<file path="src/rtl/alu_pkg.sv">
// Shared types and constants for the round-robin ALU arbiter and its ALU.
// Op encoding, arbiter state encoding and statistics counter width live here.
package alu_pkg;

    typedef enum logic [2:0] {
        ALU_ADD = 3'b000,
        ALU_SUB = 3'b001,
        ALU_OR  = 3'b010,
        ALU_AND = 3'b011,
        ALU_SLL = 3'b100,
        ALU_SRL = 3'b101,
        ALU_NOR = 3'b110,
        ALU_SLT = 3'b111
    } alu_op_t;

    typedef enum logic {
        EMPTY = 1'b0,
        FULL  = 1'b1
    } arb_state_t;

    localparam int STAT_W = 16;

    // Statistics counters stick at all-ones instead of wrapping.
    function automatic logic [STAT_W-1:0] sat_inc(input logic [STAT_W-1:0] v);
        return (&v) ? v : v + STAT_W'(1);
    endfunction

endpackage

</file>
<file path="src/rtl/alu.sv">
// Combinational n-bit ALU: ADD/SUB/OR/AND/SLL/SRL/NOR and unsigned SLT.
// Shifts use the whole B operand, so any amount of n or more gives zero.
module alu
    import alu_pkg::*;
#(
    parameter int n = 32
) (
    input  logic [n-1:0] A,
    input  logic [n-1:0] B,
    input  logic [2:0]   S,
    output logic [n-1:0] Y
);

    localparam logic [n-1:0] SHIFT_LIM = n'(n);

    logic shift_big;

    assign shift_big = (B >= SHIFT_LIM);

    always_comb begin
        Y = '0;
        case (S)
            ALU_ADD: Y = A + B;
            ALU_SUB: Y = A - B;
            ALU_OR:  Y = A | B;
            ALU_AND: Y = A & B;
            ALU_SLL: Y = shift_big ? '0 : (A << B);
            ALU_SRL: Y = shift_big ? '0 : (A >> B);
            ALU_NOR: Y = ~(A | B);
            ALU_SLT: Y = {{(n-1){1'b0}}, (A < B)};
            default: Y = '0;
        endcase
    end

endmodule

</file>
<file path="src/rtl/rr_pick.sv">
// Round-robin picker: first asserted request at or after ptr, wrapping.
// Purely combinational; any flags that at least one request is present.
module rr_pick #(
    parameter  int NREQ = 4,
    localparam int IDW  = $clog2(NREQ)
) (
    input  logic [NREQ-1:0] req,
    input  logic [IDW-1:0]  ptr,
    output logic [IDW-1:0]  grant,
    output logic            any
);

    always_comb begin
        grant = '0;
        any   = 1'b0;
        for (int k = 0; k < NREQ; k++) begin
            if (!any && req[(int'(ptr) + k) % NREQ]) begin
                any   = 1'b1;
                grant = IDW'((int'(ptr) + k) % NREQ);
            end
        end
    end

endmodule

</file>
<file path="src/rtl/alu_arbiter.sv">
// Round-robin arbiter sharing one ALU between NREQ requesters, with a one-deep
// registered result. Optional per-requester grant counters: ALU_ARB_STATS_EN.
//
//   state | meaning
//   EMPTY | result register empty, resp_valid=0
//   FULL  | result register holds an unconsumed result, resp_valid=1
module alu_arbiter
    import alu_pkg::*;
#(
    parameter  int n    = 32,
    parameter  int NREQ = 4,
    localparam int IDW  = $clog2(NREQ)
) (
    input  logic              clk,
    input  logic              rst_n,
    input  logic [NREQ-1:0]   req_valid,
    output logic [NREQ-1:0]   req_ready,
    input  logic [NREQ*n-1:0] req_a,
    input  logic [NREQ*n-1:0] req_b,
    input  logic [NREQ*3-1:0] req_op,
    output logic              resp_valid,
    input  logic              resp_ready,
    output logic [n-1:0]      resp_data,
    output logic [IDW-1:0]    resp_id
`ifdef ALU_ARB_STATS_EN
    ,
    input  logic                   clr_stats,
    output logic [NREQ*STAT_W-1:0] grant_cnt
`endif
);

    arb_state_t     state;
    arb_state_t     state_nxt;
    logic [IDW-1:0] rr_ptr;
    logic [IDW-1:0] grant;
    logic           any_req;
    logic           can_accept;
    logic           accept;
    logic [n-1:0]   sel_a;
    logic [n-1:0]   sel_b;
    logic [2:0]     sel_op;
    logic [n-1:0]   alu_y;

    rr_pick #(.NREQ(NREQ)) u_pick (
        .req   (req_valid),
        .ptr   (rr_ptr),
        .grant (grant),
        .any   (any_req)
    );

    // Operands are taken straight from the granted requester; nothing is latched before grant.
    always_comb begin
        sel_a  = req_a[int'(grant)*n +: n];
        sel_b  = req_b[int'(grant)*n +: n];
        sel_op = req_op[int'(grant)*3 +: 3];
    end

    alu #(.n(n)) u_alu (
        .A (sel_a),
        .B (sel_b),
        .S (sel_op),
        .Y (alu_y)
    );

    always_ff @(posedge clk or negedge rst_n) begin
        if (!rst_n) begin
            state <= EMPTY;
        end else begin
            state <= state_nxt;
        end
    end

    always_comb begin
        state_nxt = state;
        case (state)
            EMPTY: if (accept) state_nxt = FULL;
            FULL:  if (resp_ready && !accept) state_nxt = EMPTY;
            default: state_nxt = EMPTY;
        endcase
    end

    // A full register can still accept when the consumer drains it in the same cycle.
    always_comb begin
        resp_valid = (state == FULL);
        can_accept = (state == EMPTY) || resp_ready;
        accept     = can_accept && any_req;
        req_ready  = '0;
        if (accept) begin
            req_ready[grant] = 1'b1;
        end
    end

    always_ff @(posedge clk or negedge rst_n) begin
        if (!rst_n) begin
            resp_data <= '0;
            resp_id   <= '0;
            rr_ptr    <= '0;
        end else if (accept) begin
            resp_data <= alu_y;
            resp_id   <= grant;
            if (int'(grant) == NREQ - 1) begin
                rr_ptr <= '0;
            end else begin
                rr_ptr <= grant + IDW'(1);
            end
        end
    end

`ifdef ALU_ARB_STATS_EN
    logic [STAT_W-1:0] cnt [NREQ];

    for (genvar i = 0; i < NREQ; i++) begin : g_stats
        always_ff @(posedge clk or negedge rst_n) begin
            if (!rst_n) begin
                cnt[i] <= '0;
            end else if (clr_stats) begin
                cnt[i] <= '0;
            end else if (accept && (int'(grant) == i)) begin
                cnt[i] <= sat_inc(cnt[i]);
            end
        end
        assign grant_cnt[i*STAT_W +: STAT_W] = cnt[i];
    end
`endif

endmodule

</file>
<file path="config.mk">
export PLATFORM = sky130hd
export DESIGN_NAME = alu_arbiter
export DESIGN_NICKNAME = d
export VERILOG_FILES = /design/src/rtl/alu_pkg.sv /design/src/rtl/alu.sv /design/src/rtl/rr_pick.sv /design/src/rtl/alu_arbiter.sv
export SDC_FILE = /design/constraint.sdc
export NUM_CORES = 1
export LEC_CHECK = 0
export CORE_UTILIZATION = 50
export DETAILED_ROUTE_END_ITERATION = 7
export PLACE_DENSITY_LB_ADDON = 0.2
export SETUP_SLACK_MARGIN = 0.5
export SYNTH_ARGS = -nofsm -noshare
export SYNTH_HDL_FRONTEND = slang
export SYNTH_SLANG_ARGS = --single-unit
</file>
<file path="constraint.sdc">
create_clock -name clk -period 15.7 [get_ports clk]
set_input_delay 3.14 -clock clk [delete_from_list [all_inputs] [get_ports clk]]
set_output_delay 3.14 -clock clk [all_outputs]
set_load 0.02 [all_outputs]
</file>
==> results of run 1 <==
-- registers in the layout (all words and copies together), names as in the netlist --
signal / count
resp_data: 32
resp_id: 2
rr_ptr: 2
resp_valid: 1
-- cells in the final DEF, fill, tap and decap left out, types with 9 or more instances in the layout --
cell             synthesis  routed
inv_1                   87      86
dfrtp_1                 37      37
clkdlybuf4s50_1          0     312
a221oi_1                15      15
or3_1                   10      10
a22oi_1                 30      30
ha_1                   100     100
a21oi_1                138     137
a21o_1                  13      13
nor2_1                 122     121
o21bai_1                20      20
a31oi_1                 27      27
nand2_1                132     132
mux2_2                  16      16
and2_1                   9       9
nor4_1                   9       9
nor2b_1                 11      11
nor3_1                  31      30
xor2_1                  11      11
nand4_1                 11      11
xnor2_1                 37      37
a211oi_1                21      21
nand2b_1                16      16
o22ai_1                 26      26
o221ai_1                10      10
o211ai_1                19      19
buf_4                    7      53
o21ai_0                 89      89
nand3_1                 37      37
mux2i_1                301     295
-- per-layer routing --
| layer | up-vias | GRT usage |
|---|---|---|
| met3 | 236 | 0.1222 |
| met5 | - | 0 |
| li1 | 6646 | - |
| met4 | 2 | 0.2784 |
| met2 | 1043 | 0.6813 |
| met1 | 6952 | 0.5390 |
-- report_power, final --
part,internal [uW],switching [uW],total (uW)
Sequential,140,36.2,176
Combinational,1160,1920,3080
Clock,58.7,50.0,109
Total,1360,2000,3370
-- cells by family after synthesis --
kind of cell               after synthesis
xor gates and xnor gates                48
buffers and inverters                  210
muxes                                  320
adders and majority gates              102
and+or+nand+nor                        429
AOI/OAI and AO/OA                      505
DFF                                     37
-- through the flow --
step | setup WS [ps] | util | area, um^2 | std cells
6_report | 5604 | 0.6654 | 15810 | 2228
5_1_grt | 5206 | 0.6653 | 15800 | 2227
4_1_cts | 5709 | 0.6653 | 15800 | 2227
3_5_place_dp | 5432 | 0.6595 | 15660 | 2219
3_3_place_gp | 5580 | 0.6595 | 15660 | 2219
2_1_floorplan | 7812 | - | 12240 | 1651
-- final cells by class --
class                      count  area share
inverter                      93     0.02209
clock buffer                   6    0.008154
sequential                    37     0.05858
timing repair buffer         366      0.2231
clock inverter                 2   0.0006333
antenna                        1   0.0001583
tap                          319     0.02525
multi-input combinational   1404      0.6620
-- critical path: stages --
cell	delay (ps)
clkdlybuf4s50_1	560
a21bo_2	270
a221oi_4	200
buf_4	750
buf_4	740
mux2i_1	360
mux2i_4	90
buf_4	350
ha_1	330
fa_1	460
o21bai_1	150
a21oi_1	140
o21ai_0	330
a311o_1	290
a41oi_1	320
o211ai_1	370
a2111oi_0	160
nor2_1	350
a21oi_1	170
a2111oi_0	580
a21oi_2	90
-- how the worst min path moves through the flow --
stage | startpoint | end | slack [ps] | cells after the start
finish | resp_data[5] | resp_data[5] | 490 | 2
global route | resp_data[12] | resp_data[12] | 500 | 2
CTS | resp_id[1] | resp_id[1] | 490 | 2
detailed placement | resp_id[1] | resp_id[1] | 480 | 2
global placement | resp_data[4] | resp_data[4] | 460 | 2
floorplan | rr_ptr[0] | rr_ptr[0] | 500 | 2
==> qor.txt, run 1 <==
STATUS
-------------------------------------------------------------------------------
Outcome                                                            finished, final reports clean

STA
-------------------------------------------------------------------------------
Slew HR                                                                  0.2536
Tcrit/Tclk final                                                         0.6431
FMAX                                                                  99.05 MHz
Final hold slack                                                       488.5 ps
Worst-margin pin slew                                                   1116 ps
Max-slew violation count                                                      0
Worst Clk Skew                                                         3.923 ps
Shortest clock period the worst path allows after layout              10,100 ps
Final Setup Violations                                                        0
Setup TNS                                                                  0 ps
Hold Violations, Final                                                        0
Setup repair after global routing missed its margin                          no

LOGIC SYNTHESIS
-------------------------------------------------------------------------------
Yosys synthesis warning count                                                 0
Cell types with the largest area share after synthesis             mux2i_1, ha_1, dfrtp_1
Largest family of logic cells by synthesized area                  compound AO/OA/AOI/OAI gates
Most instantiated cells after synthesis                            mux2i_1, a21oi_1, nand2_1
Area share of the largest cell type after synthesis                      0.2462
Count of distinct cell types in the synthesized netlist                      92
Async set-or-reset flop fraction in the synthesized netlist               1.000
Area leader, netlist                                                    mux2i_1
Fraction of the mapped netlist area in adder cells                       0.1055
Most used flip-flop cell after synthesis                                dfrtp_1
Register bit total from synthesis                                            37
Synthesized netlist net count                                             2,028
Post-synthesis mux area share                                            0.2657
Post-synth EDFFs                                                              0
Mean Syn Cell Area                                                   7.412 um^2
Number of instances in the synthesized netlist                            1,651
Mapped cell area                                                    12,240 um^2
Sequential cell area fraction in the yosys report                       0.07566
Simple-Gate Fraction of Synth Area                                       0.1699
Synthesized-area fraction occupied by ao, oa, aoi and oai cells          0.2719
Xor/xnor cell area share of the yosys netlist                           0.03435
Most numerous cell in the Yosys netlist                                 mux2i_1

WORST SETUP PATH
-------------------------------------------------------------------------------
Endpoint kind of the worst setup timing path                          flip-flop
Worst Setup Path Type                                              input port to flip-flop
Crit path launch                                                   req_valid[1]
Critical path capture point                                        resp_data[0]
Critical Path Source Type                                            input port
Signal arrival time at the worst endpoint                             10,260 ps
Max FO, Critical Path                                                        55
Capture instance of the worst register-to-register path            resp_data[0]
Reg2reg setup slack                                                     8470 ps
Worst Path Required                                                   15,860 ps
Worst Reg-to-Reg Cells                                                       20
Reg2Reg Launch Point                                                  rr_ptr[1]

ROUTING
-------------------------------------------------------------------------------
Detailed-routing iteration count for the pre-antenna-repair pass              6
Detail-routed net length per standard cell                             25.60 um
DRC errors left                                                               0
Wire length on met3                                                     7067 um
Number of DRC markers after the initial detailed-route iteration          1,933
Final WL                                                              57,040 um
Detailed-route via count                                                 14,879
Residual antenna-violating net count after detailed routing                   0
Detailed-routed wire length on met2                                   24,730 um
Met1 wire length                                                      21,390 um
Vias/cell                                                                 6.678
Max Used Layer                                                             met5

CLOCK TREE
-------------------------------------------------------------------------------
Clock latency reported for the late side of the worst-skew pair          300 ps
Worst-path clk slew                                                       70 ps
Buffer cell driving the clock tree root                               clkbuf_16
CTS Hold Buffers Added                                                        0
Sink Count                                                                   37
Post CTS Setup Buffer Count                                                   0
Total number of H-tree levels                                                 2
Cells resized by post-CTS repair                                              0
CTS max path bufs                                                             2
TritonCTS buffer count                                                        5
Clock tree from TritonCTS                                                 built

POWER AND IR DROP
-------------------------------------------------------------------------------
Post-layout power                                                       3365 uW
Static leakage                                                      0.006795 uW
Total power per unit cell area                                     212.9 nW/um^2
Maximum vdd ir drop                                                 0.0001311 V

FLOORPLANNING
-------------------------------------------------------------------------------
Standard-cell row count                                                      56
Number of placed I/O pins                                                   314
Std-Cell Core Area                                                  23,750 um^2
Die Area                                                            25,100 um^2
Die span in y                                                          158.4 um
Horiz. Die Dim                                                         158.4 um
Starting density of the core                                             0.5152

LAYOUT
-------------------------------------------------------------------------------
Multi-input gate area in the final layout                           10,460 um^2
Filler instances                                                          2,073
Total area of sequential cells                                       925.9 um^2
Synth-to-layout area growth                                              29.15%
Ratio of cells with drive above 1 in the final layout                   0.06709
Final layout net count                                                    2,284

GLOBAL ROUTE
-------------------------------------------------------------------------------
Final global-route overflow total                                             0
Pin count of the biggest net entering global routing                         56
Wire length of the first global-routing pass                          83,220 um
Initial antenna violation count                                               1
Aggregate global-route resource usage                                    0.4411
Number of global-route vias before repair                                13,998

PLACE
-------------------------------------------------------------------------------
Detailed-placement wirelength estimate                                44,660 um
Total of buffers placed on input and output ports                           313
Placer congestion estimate                                                1.092

HOLD PATH
-------------------------------------------------------------------------------
Class of the most critical hold timing path                        flip-flop to flip-flop

FLOW RUN
-------------------------------------------------------------------------------
Max capacitance violation total                                               0

(Power assumes the default switching activity.)
==> inputs of run 2 (changes only) <==
clock period = 9.8 ns   (was 15.7 ns; I/O delays follow)
==> run 2 against run 1 <==
Compared with the run above:
- the flow now finishes with violations (design-rule violations)
- total power increased by 65%
- utilization increased by 0.28 points
- worst hold slack improved by 1.6 ps
- clock power increased by 120%
- clock-buffer cell count decreased by 1
- cell area increased by 0.42%
- global-route usage increased by 1.5 points
- setup slack got worse by 4100 ps
- die area unchanged
- highest routed layer is now met4
==> qor.txt, run 2 (synthesis gave the netlist of run 1 again) <==
ROUTING
----------------------------------------------------------------------------------
Number of DRC markers after the initial detailed-route iteration             1,981   +2.5%
Detailed-routing iteration count for the pre-antenna-repair pass                 8   +2
Residual antenna-violating net count after detailed routing                      0   unchanged
Detailed-route via count                                                    15,126   +1.7%
Detail-routed net length per standard cell                                26.37 um   +3.0%
Vias/cell                                                                    6.789   +1.7%
Final WL                                                                 58,740 um   +3.0%
DRC errors left                                                                  1   +1

LAYOUT
----------------------------------------------------------------------------------
Filler instances                                                             2,066   -0.34%
Highest-count cells in the layout ignoring fill and taps              clkdlybuf4s50_1, mux2i_1, a21oi_1, nand2_1, nor2_1
Final layout net count                                                       2,284   unchanged
Area of all placed cells without fillers                               15,870 um^2   +0.42%
Ratio of cells with drive above 1 in the final layout                      0.06761   +0.0005241
Flip-flop count of the largest register, all copies and words added             32   unchanged
Commonest non-fill, non-tap cell in the layout                        clkdlybuf4s50_1
Final cell count without fillers                                             2,228   unchanged
Regs by FF count                                                      resp_data: 32 flops, resp_id: 2 flops, rr_ptr: 2 flops
Total area of sequential cells                                          925.9 um^2   unchanged
Synth-to-layout area growth                                                 29.69%
Multi-input gate area in the final layout                              10,460 um^2   about the same
Register with the highest flop count                                     resp_data

GLOBAL ROUTE
----------------------------------------------------------------------------------
Wire length of the first global-routing pass                             85,780 um   +3.1%
Pin count of the biggest net entering global routing                           100   +79%
Initial antenna violation count                                                  2   +1
Aggregate global-route resource usage                                       0.4560   +0.01491
Final global-route overflow total                                                0   unchanged
Number of global-route vias before repair                                   14,576   +4.1%

PLACE
----------------------------------------------------------------------------------
Post-place instance area                                               15,680 um^2   about the same
Placer congestion estimate                                                   1.075   -1.5%
Total of buffers placed on input and output ports                              313   unchanged
Detailed-placement wirelength estimate                                   45,920 um   +2.8%
Placed Cells                                                                 2,219   unchanged

STA
----------------------------------------------------------------------------------
Setup TNS                                                                     0 ps   unchanged
FMAX                                                                     120.9 MHz
Hold Violations, Final                                                           0   unchanged
Shortest clock period the worst path allows after layout                   8271 ps
Slew HR                                                                     0.2516   -0.001999
Worst-margin pin slew                                                      1091 ps   -24.10 ps
Setup repair after global routing missed its margin                             no
Worst Clk Skew                                                            5.051 ps   +1.128 ps
Final Setup Violations                                                           0   unchanged
Tcrit/Tclk final                                                            0.8440
Max-slew violation count                                                         0   unchanged

WORST SETUP PATH
----------------------------------------------------------------------------------
Worst Setup Path Type                                                 input port to flip-flop
Peak per-stage delay on the critical path                                   610 ps   -140 ps
Reg2Reg Launch Point                                                     rr_ptr[1]
Total buffers and inverters traversed by the critical path                       4   unchanged
Max FO, Critical Path                                                           99   +80%
Cell chain of the critical path                                       clkdlybuf4s50_1, a21bo_2, a221oi_4, buf_12, inv_2, mux2i_1, mux2i_1, inv_1, ha_1, o21ba_2, o21ai_0, nand2_1, a311o_1, a41oi_1, o211ai_1, a2111oi_0, nor2_1, a21oi_1, a2111oi_0, a21oi_2
Capture instance of the worst register-to-register path               resp_data[0]
Endpoint kind of the worst setup timing path                             flip-flop
Critical-path cell with the highest stage delay                            mux2i_1
Critical Path Source Type                                               input port
Reg2reg setup slack                                                        3250 ps   -5220 ps
Worst Reg-to-Reg Cells                                                          19   -5.0%
Top Family by Delay on Critical Path                                  compound AO/OA/AOI/OAI gates
Signal arrival time at the worst endpoint                                  8500 ps   -1760 ps
Worst Path Required                                                      10,030 ps   -5830 ps

CLOCK TREE
----------------------------------------------------------------------------------
Buffer cell driving the clock tree root                                  clkbuf_16
Worst-path clk slew                                                          70 ps   about the same
TritonCTS buffer count                                                           5   unchanged
Post CTS Setup Buffer Count                                                      0   unchanged
Cells resized by post-CTS repair                                                 0   unchanged
CTS max path bufs                                                                2   unchanged
CTS Hold Buffers Added                                                           0   unchanged
Total number of H-tree levels                                                    2   unchanged
Sink Count                                                                      37   unchanged
Clock tree from TritonCTS                                                    built
Clock latency reported for the late side of the worst-skew pair             300 ps   about the same

FLOORPLANNING
----------------------------------------------------------------------------------
Number of placed I/O pins                                                      314   unchanged
Horiz. Die Dim                                                            158.4 um   unchanged
Starting density of the core                                                0.5152   unchanged
Die Area                                                               25,100 um^2   unchanged
Standard-cell row count                                                         56   unchanged
Die span in y                                                             158.4 um   unchanged
Std-Cell Core Area                                                     23,750 um^2   unchanged

POWER AND IR DROP
----------------------------------------------------------------------------------
Share of total power in combinational logic                                  0.906   -0.009
Portion of total power attributed to sequential cells                        0.052   about the same
Internal Power                                                             2243 uW   +65%
Total power per unit cell area                                        349.5 nW/um^2   +64%
Sw Share                                                                    0.5957   +0.0008127
Static leakage                                                         0.006820 uW   +0.37%
Clock group share of total power                                             0.043   +0.011
Maximum vdd ir drop                                                    0.0003188 V   +140%
Sw Pwr                                                                     3305 uW   +65%

HOLD PATH
----------------------------------------------------------------------------------
Hold endpoint                                                           resp_id[0]
Hold path startpoint                                                    resp_id[0]
Hold Crit Depth                                                                  2   unchanged
Class of the most critical hold timing path                           flip-flop to flip-flop

FLOW RUN
----------------------------------------------------------------------------------
Max capacitance violation total                                                  0   unchanged

STATUS
----------------------------------------------------------------------------------
Violated checks                                                       design-rule violations
Outcome                                                               complete, but fails checks

-- run 2: power groups by stage --
stage          combinational [uW]  sequential (uW)  clock [uW]
2_1_floorplan                3270              345           0
3_3_place_gp                 4750              285           0
3_5_place_dp                 4790              285           0
4_1_cts                      4820              284         234
5_1_grt                      5290              290         237
6_report                     5030              286         236
-- run 2: layout make-up --
class,count,area share
repair buffers,366,0.2229
inverters,93,0.02199
clock buffers,5,0.007883
diodes,1,0.0001577
multi-input cells,1404,0.6592
clock inverters,3,0.004336
flip-flops and latches,37,0.05834
well taps,319,0.02515
-- run 2: worst reg2reg max path, stage by stage (launching register included) --
cell and delay, ps:
dfrtp_1 500, mux2i_1 190, a221oi_4 350, buf_12 540, inv_2 270, mux2i_1 170
mux2i_1 610, inv_1 210, ha_1 470, o21ba_2 250, o21ai_0 170, nand2_1 110
a311o_1 430, a41oi_1 560, o211ai_1 230, a2111oi_0 520, nor2_1 240, a21oi_1 340
a2111oi_0 150, a21oi_2 160
-- run 2: worst max path at each step --
stage	startpoint	depth (start not counted)	endpoint	slack (ps)
global placement	req_valid[1]	20	resp_data[29]	1680
finish	req_valid[1]	20	resp_data[0]	1530
detailed placement	req_valid[1]	20	resp_data[0]	1420
floorplan	req_valid[0]	21	resp_data[29]	3210
global route	req_valid[1]	20	resp_data[0]	1340
CTS	req_valid[1]	20	resp_data[0]	1700
-- run 2: stage by stage --
step	hold slack (ps)	setup WS [ps]	util	total power, uW
final	490.1	1529	0.6682	5548
after global routing	527.9	1342	0.6681	5816
after CTS	489.7	1697	0.6681	5336
after detailed placement	473.7	1420	0.6599	5078
after global placement	465.4	1677	0.6599	5038
after floorplan	500.5	3207	-	3618
-- run 2: layer usage --
| metal | global-route usage | part of all wire |
|---|---|---|
| met4 | 0.2953 | 0.074 |
| met2 | 0.7030 | 0.43 |
| met3 | 0.1347 | 0.13 |
| met1 | 0.5504 | 0.37 |
| met5 | 0 | 0 |
==> inputs of run 3 (changes only) <==
clock period = 8.5 ns   (was 9.8 ns; I/O delays follow)
==> run 3 against run 2 <==
Compared with the run above:
- the flow now finishes without violations
- sequential power is 12% higher
- setup slack got worse by 490 ps
- final cell count rose by 0.40%
- clock power is 2% higher
- cell area rose by 0.27%
- first-iteration DRC count decreased by 14%
- via count is 1.4% lower
- sequential share of layout area is essentially flat
- non-clock buffer count grew 8
- die area did not move
- register-to-register slack got worse by 800 ps
- global-route usage down 1.2 points
- largest power group unchanged
==> qor.txt, run 3 (synthesis gave the netlist of run 1 again) <==
GLOBAL ROUTE
----------------------------------------------------------------------------------
Wire length of the first global-routing pass                             83,600 um   -2.5%
Number of global-route vias before repair                                   14,110   -3.2%
Initial antenna violation count                                                  2   unchanged
Aggregate global-route resource usage                                       0.4435   -0.01250
Final global-route overflow total                                                0   unchanged
Pin count of the biggest net entering global routing                            51   -49%

STA
----------------------------------------------------------------------------------
FMAX                                                                     134.0 MHz
Worst-margin pin slew                                                      1133 ps   +41.33 ps
Hold Violations, Final                                                           0   unchanged
Setup repair after global routing missed its margin                             no
Slew HR                                                                     0.2232   -0.02834
Max-slew violation count                                                         0   unchanged
Final Setup Violations                                                           0   unchanged
Tcrit/Tclk final                                                            0.8779
Shortest clock period the worst path allows after layout                   7462 ps
Setup TNS                                                                     0 ps   unchanged
Worst Clk Skew                                                            11.56 ps   +6.506 ps
Setup slack after layout                                                   1038 ps   -491.0 ps

ROUTING
----------------------------------------------------------------------------------
Vias/cell                                                                    6.665   -1.8%
Detail-routed net length per standard cell                                25.71 um   -2.5%
Detailed-route via count                                                    14,910   -1.4%
DRC errors left                                                                  0   -1
Number of DRC markers after the initial detailed-route iteration             1,699   -14%
Residual antenna-violating net count after detailed routing                      0   unchanged
Final WL                                                                 57,520 um   -2.1%
Detailed-routing iteration count for the pre-antenna-repair pass                 6   -2

WORST SETUP PATH
----------------------------------------------------------------------------------
Worst Path Required                                                        8660 ps   -1370 ps
Reg2Reg Launch Point                                                     rr_ptr[1]
Cell chain of the critical path                                       clkdlybuf4s50_1, a21bo_2, a221oi_4, buf_12, mux2i_1, mux2i_1, inv_1, ha_1, fa_1, o21bai_1, a21oi_1, o21ai_0, a311o_1, a41oi_1, o211ai_1, a2111oi_0, nor2_1, a21oi_1, a2111oi_0, a21oi_2
Worst Setup Path Type                                                 input port to flip-flop
Reg2reg setup slack                                                        2450 ps   -800 ps
Critical Path Source Type                                               input port
Peak per-stage delay on the critical path                                   580 ps   -30 ps
Capture instance of the worst register-to-register path               resp_data[0]
Max FO, Critical Path                                                           50   -49%
Signal arrival time at the worst endpoint                                  7630 ps   -870 ps
Endpoint kind of the worst setup timing path                             flip-flop
Critical-path cell with the highest stage delay                       clkdlybuf4s50_1
Worst Reg-to-Reg Cells                                                          19   unchanged

POWER AND IR DROP
----------------------------------------------------------------------------------
Static leakage                                                         0.006851 uW   +0.46%
Sw Pwr                                                                     3733 uW   +13%
Total power per unit cell area                                        396.4 nW/um^2   +13%
Clock group share of total power                                             0.038   -0.005
Maximum vdd ir drop                                                    0.0002289 V   -28%
Share of total power in combinational logic                                  0.911   +0.005
Internal Power                                                             2576 uW   +15%
Portion of total power attributed to sequential cells                        0.051   about the same
Sw Share                                                                    0.5917   -0.004008

LAYOUT
----------------------------------------------------------------------------------
Flip-flop count of the largest register, all copies and words added             32   unchanged
Final layout net count                                                       2,292   +0.35%
Regs by FF count                                                      resp_data: 32 flops, resp_id: 2 flops, rr_ptr: 2 flops
Commonest non-fill, non-tap cell in the layout                        clkdlybuf4s50_1
Ratio of cells with drive above 1 in the final layout                      0.07098   +0.003371
Synth-to-layout area growth                                                 30.04%
Highest-count cells in the layout ignoring fill and taps              clkdlybuf4s50_1, mux2i_1, a21oi_1, nand2_1, nor2_1
Register with the highest flop count                                     resp_data
Layout Utilization                                                          0.6700   +0.001791

HOLD PATH
----------------------------------------------------------------------------------
Hold endpoint                                                           resp_id[1]
Hold Crit Depth                                                                  2   unchanged
Class of the most critical hold timing path                           flip-flop to flip-flop
Hold path startpoint                                                    resp_id[1]

CLOCK TREE
----------------------------------------------------------------------------------
Clock tree from TritonCTS                                                    built
CTS max path bufs                                                                2   unchanged
Post CTS Setup Buffer Count                                                      0   unchanged
CTS Hold Buffers Added                                                           0   unchanged
Clock latency reported for the late side of the worst-skew pair             300 ps   about the same
TritonCTS buffer count                                                           5   unchanged
Buffer cell driving the clock tree root                                  clkbuf_16
Sink Count                                                                      37   unchanged
Cells resized by post-CTS repair                                                 0   unchanged
Worst-path clk slew                                                          70 ps   about the same
Total number of H-tree levels                                                    2   unchanged

PLACE
----------------------------------------------------------------------------------
Total of buffers placed on input and output ports                              313   unchanged
DP Worst Slack                                                            875.4 ps   -545.0 ps
Placer congestion estimate                                                   1.069   -0.55%
Detailed-placement wirelength estimate                                   45,670 um   -0.54%

FLOORPLANNING
----------------------------------------------------------------------------------
Die Area                                                               25,100 um^2   unchanged
Die span in y                                                             158.4 um   unchanged
Starting density of the core                                                0.5152   unchanged
Standard-cell row count                                                         56   unchanged
Number of placed I/O pins                                                      314   unchanged
Horiz. Die Dim                                                            158.4 um   unchanged
Std-Cell Core Area                                                     23,750 um^2   unchanged

STATUS
----------------------------------------------------------------------------------
Outcome                                                               finished, final reports clean

FLOW RUN
----------------------------------------------------------------------------------
Max capacitance violation total                                                  0   unchanged

==> run 3: changes by cell type in the layout (fill, tap and decap cells not counted) <==
cell / previous run / this run
buf_4: 52 / 60
nor2_2: 3 / 4
bufinv_16: 2 / 1
diode_2: 1 / 2
nor3_2: 3 / 2
nor3_4: 0 / 1
nor2_4: 1 / 0
inv_6: 1 / 0
clkbuf_1: 0 / 1
clkbuf_8: 0 / 1
==> run 3: final cells by class <==
class / count / area (um^2)
Clock inverter: 1 / 30.03
Timing Repair Buffer: 374 / 3598
Inverter: 93 / 349.1
Tap cell: 319 / 399.1
Clock buffer: 7 / 142.6
Fill cell: 2097 / 7839
Sequential cell: 37 / 925.9
Antenna cell: 2 / 5.005
Multi-Input combinational cell: 1404 / 10460
==> run 3: through the flow <==
step           hold slack, ps  instance area (um^2)  total power, uW  std cells
6_report                476.8                 15910             6309       2237
5_1_grt                 503.0                 15910             6664       2235
3_3_place_gp            462.2                 15740             5784       2227
3_5_place_dp            471.6                 15740             5836       2227
4_1_cts                 485.5                 15910             6102       2235
2_1_floorplan           500.5                 12240             4171       1651
==> run 3: worst max-delay path by stage <==
| stage | from | end | slack [ps] | cells after the start |
|---|---|---|---|---|
| finish | req_valid[1] | resp_data[0] | 1040 | 20 |
| global route | req_valid[1] | resp_data[0] | 680 | 20 |
| CTS | req_valid[1] | resp_data[0] | 1160 | 20 |
| detailed placement | req_valid[1] | resp_data[0] | 880 | 20 |
| global placement | req_valid[1] | resp_data[0] | 1160 | 20 |
| floorplan | req_valid[0] | resp_data[29] | 2170 | 21 |
==> run 3: critical path, delay by kind of cell <==
| family | cells | cell delay, ps |
|---|---|---|
| and+or+nand+nor | 1 | 350 |
| AOI/OAI and AO/OA | 12 | 3190 |
| muxes | 2 | 550 |
| buffers and inverters | 3 | 1090 |
| adders and majority gates | 2 | 720 |
==> run 3: power groups by stage <==
stage,sequential [uW],clock [uW],combinational [uW]
after floorplan,398,0,3770
after global placement,318,0,5470
after detailed placement,320,0,5520
after CTS,318,238,5550
after global routing,327,244,6090
final,320,241,5750
==> run 3: metal layers <==
layer  GRT usage  routed length (um)
met4      0.2660                3739
met3      0.1301                7082
met1      0.5387               21830
met5           0                   0
met2      0.6898               24870
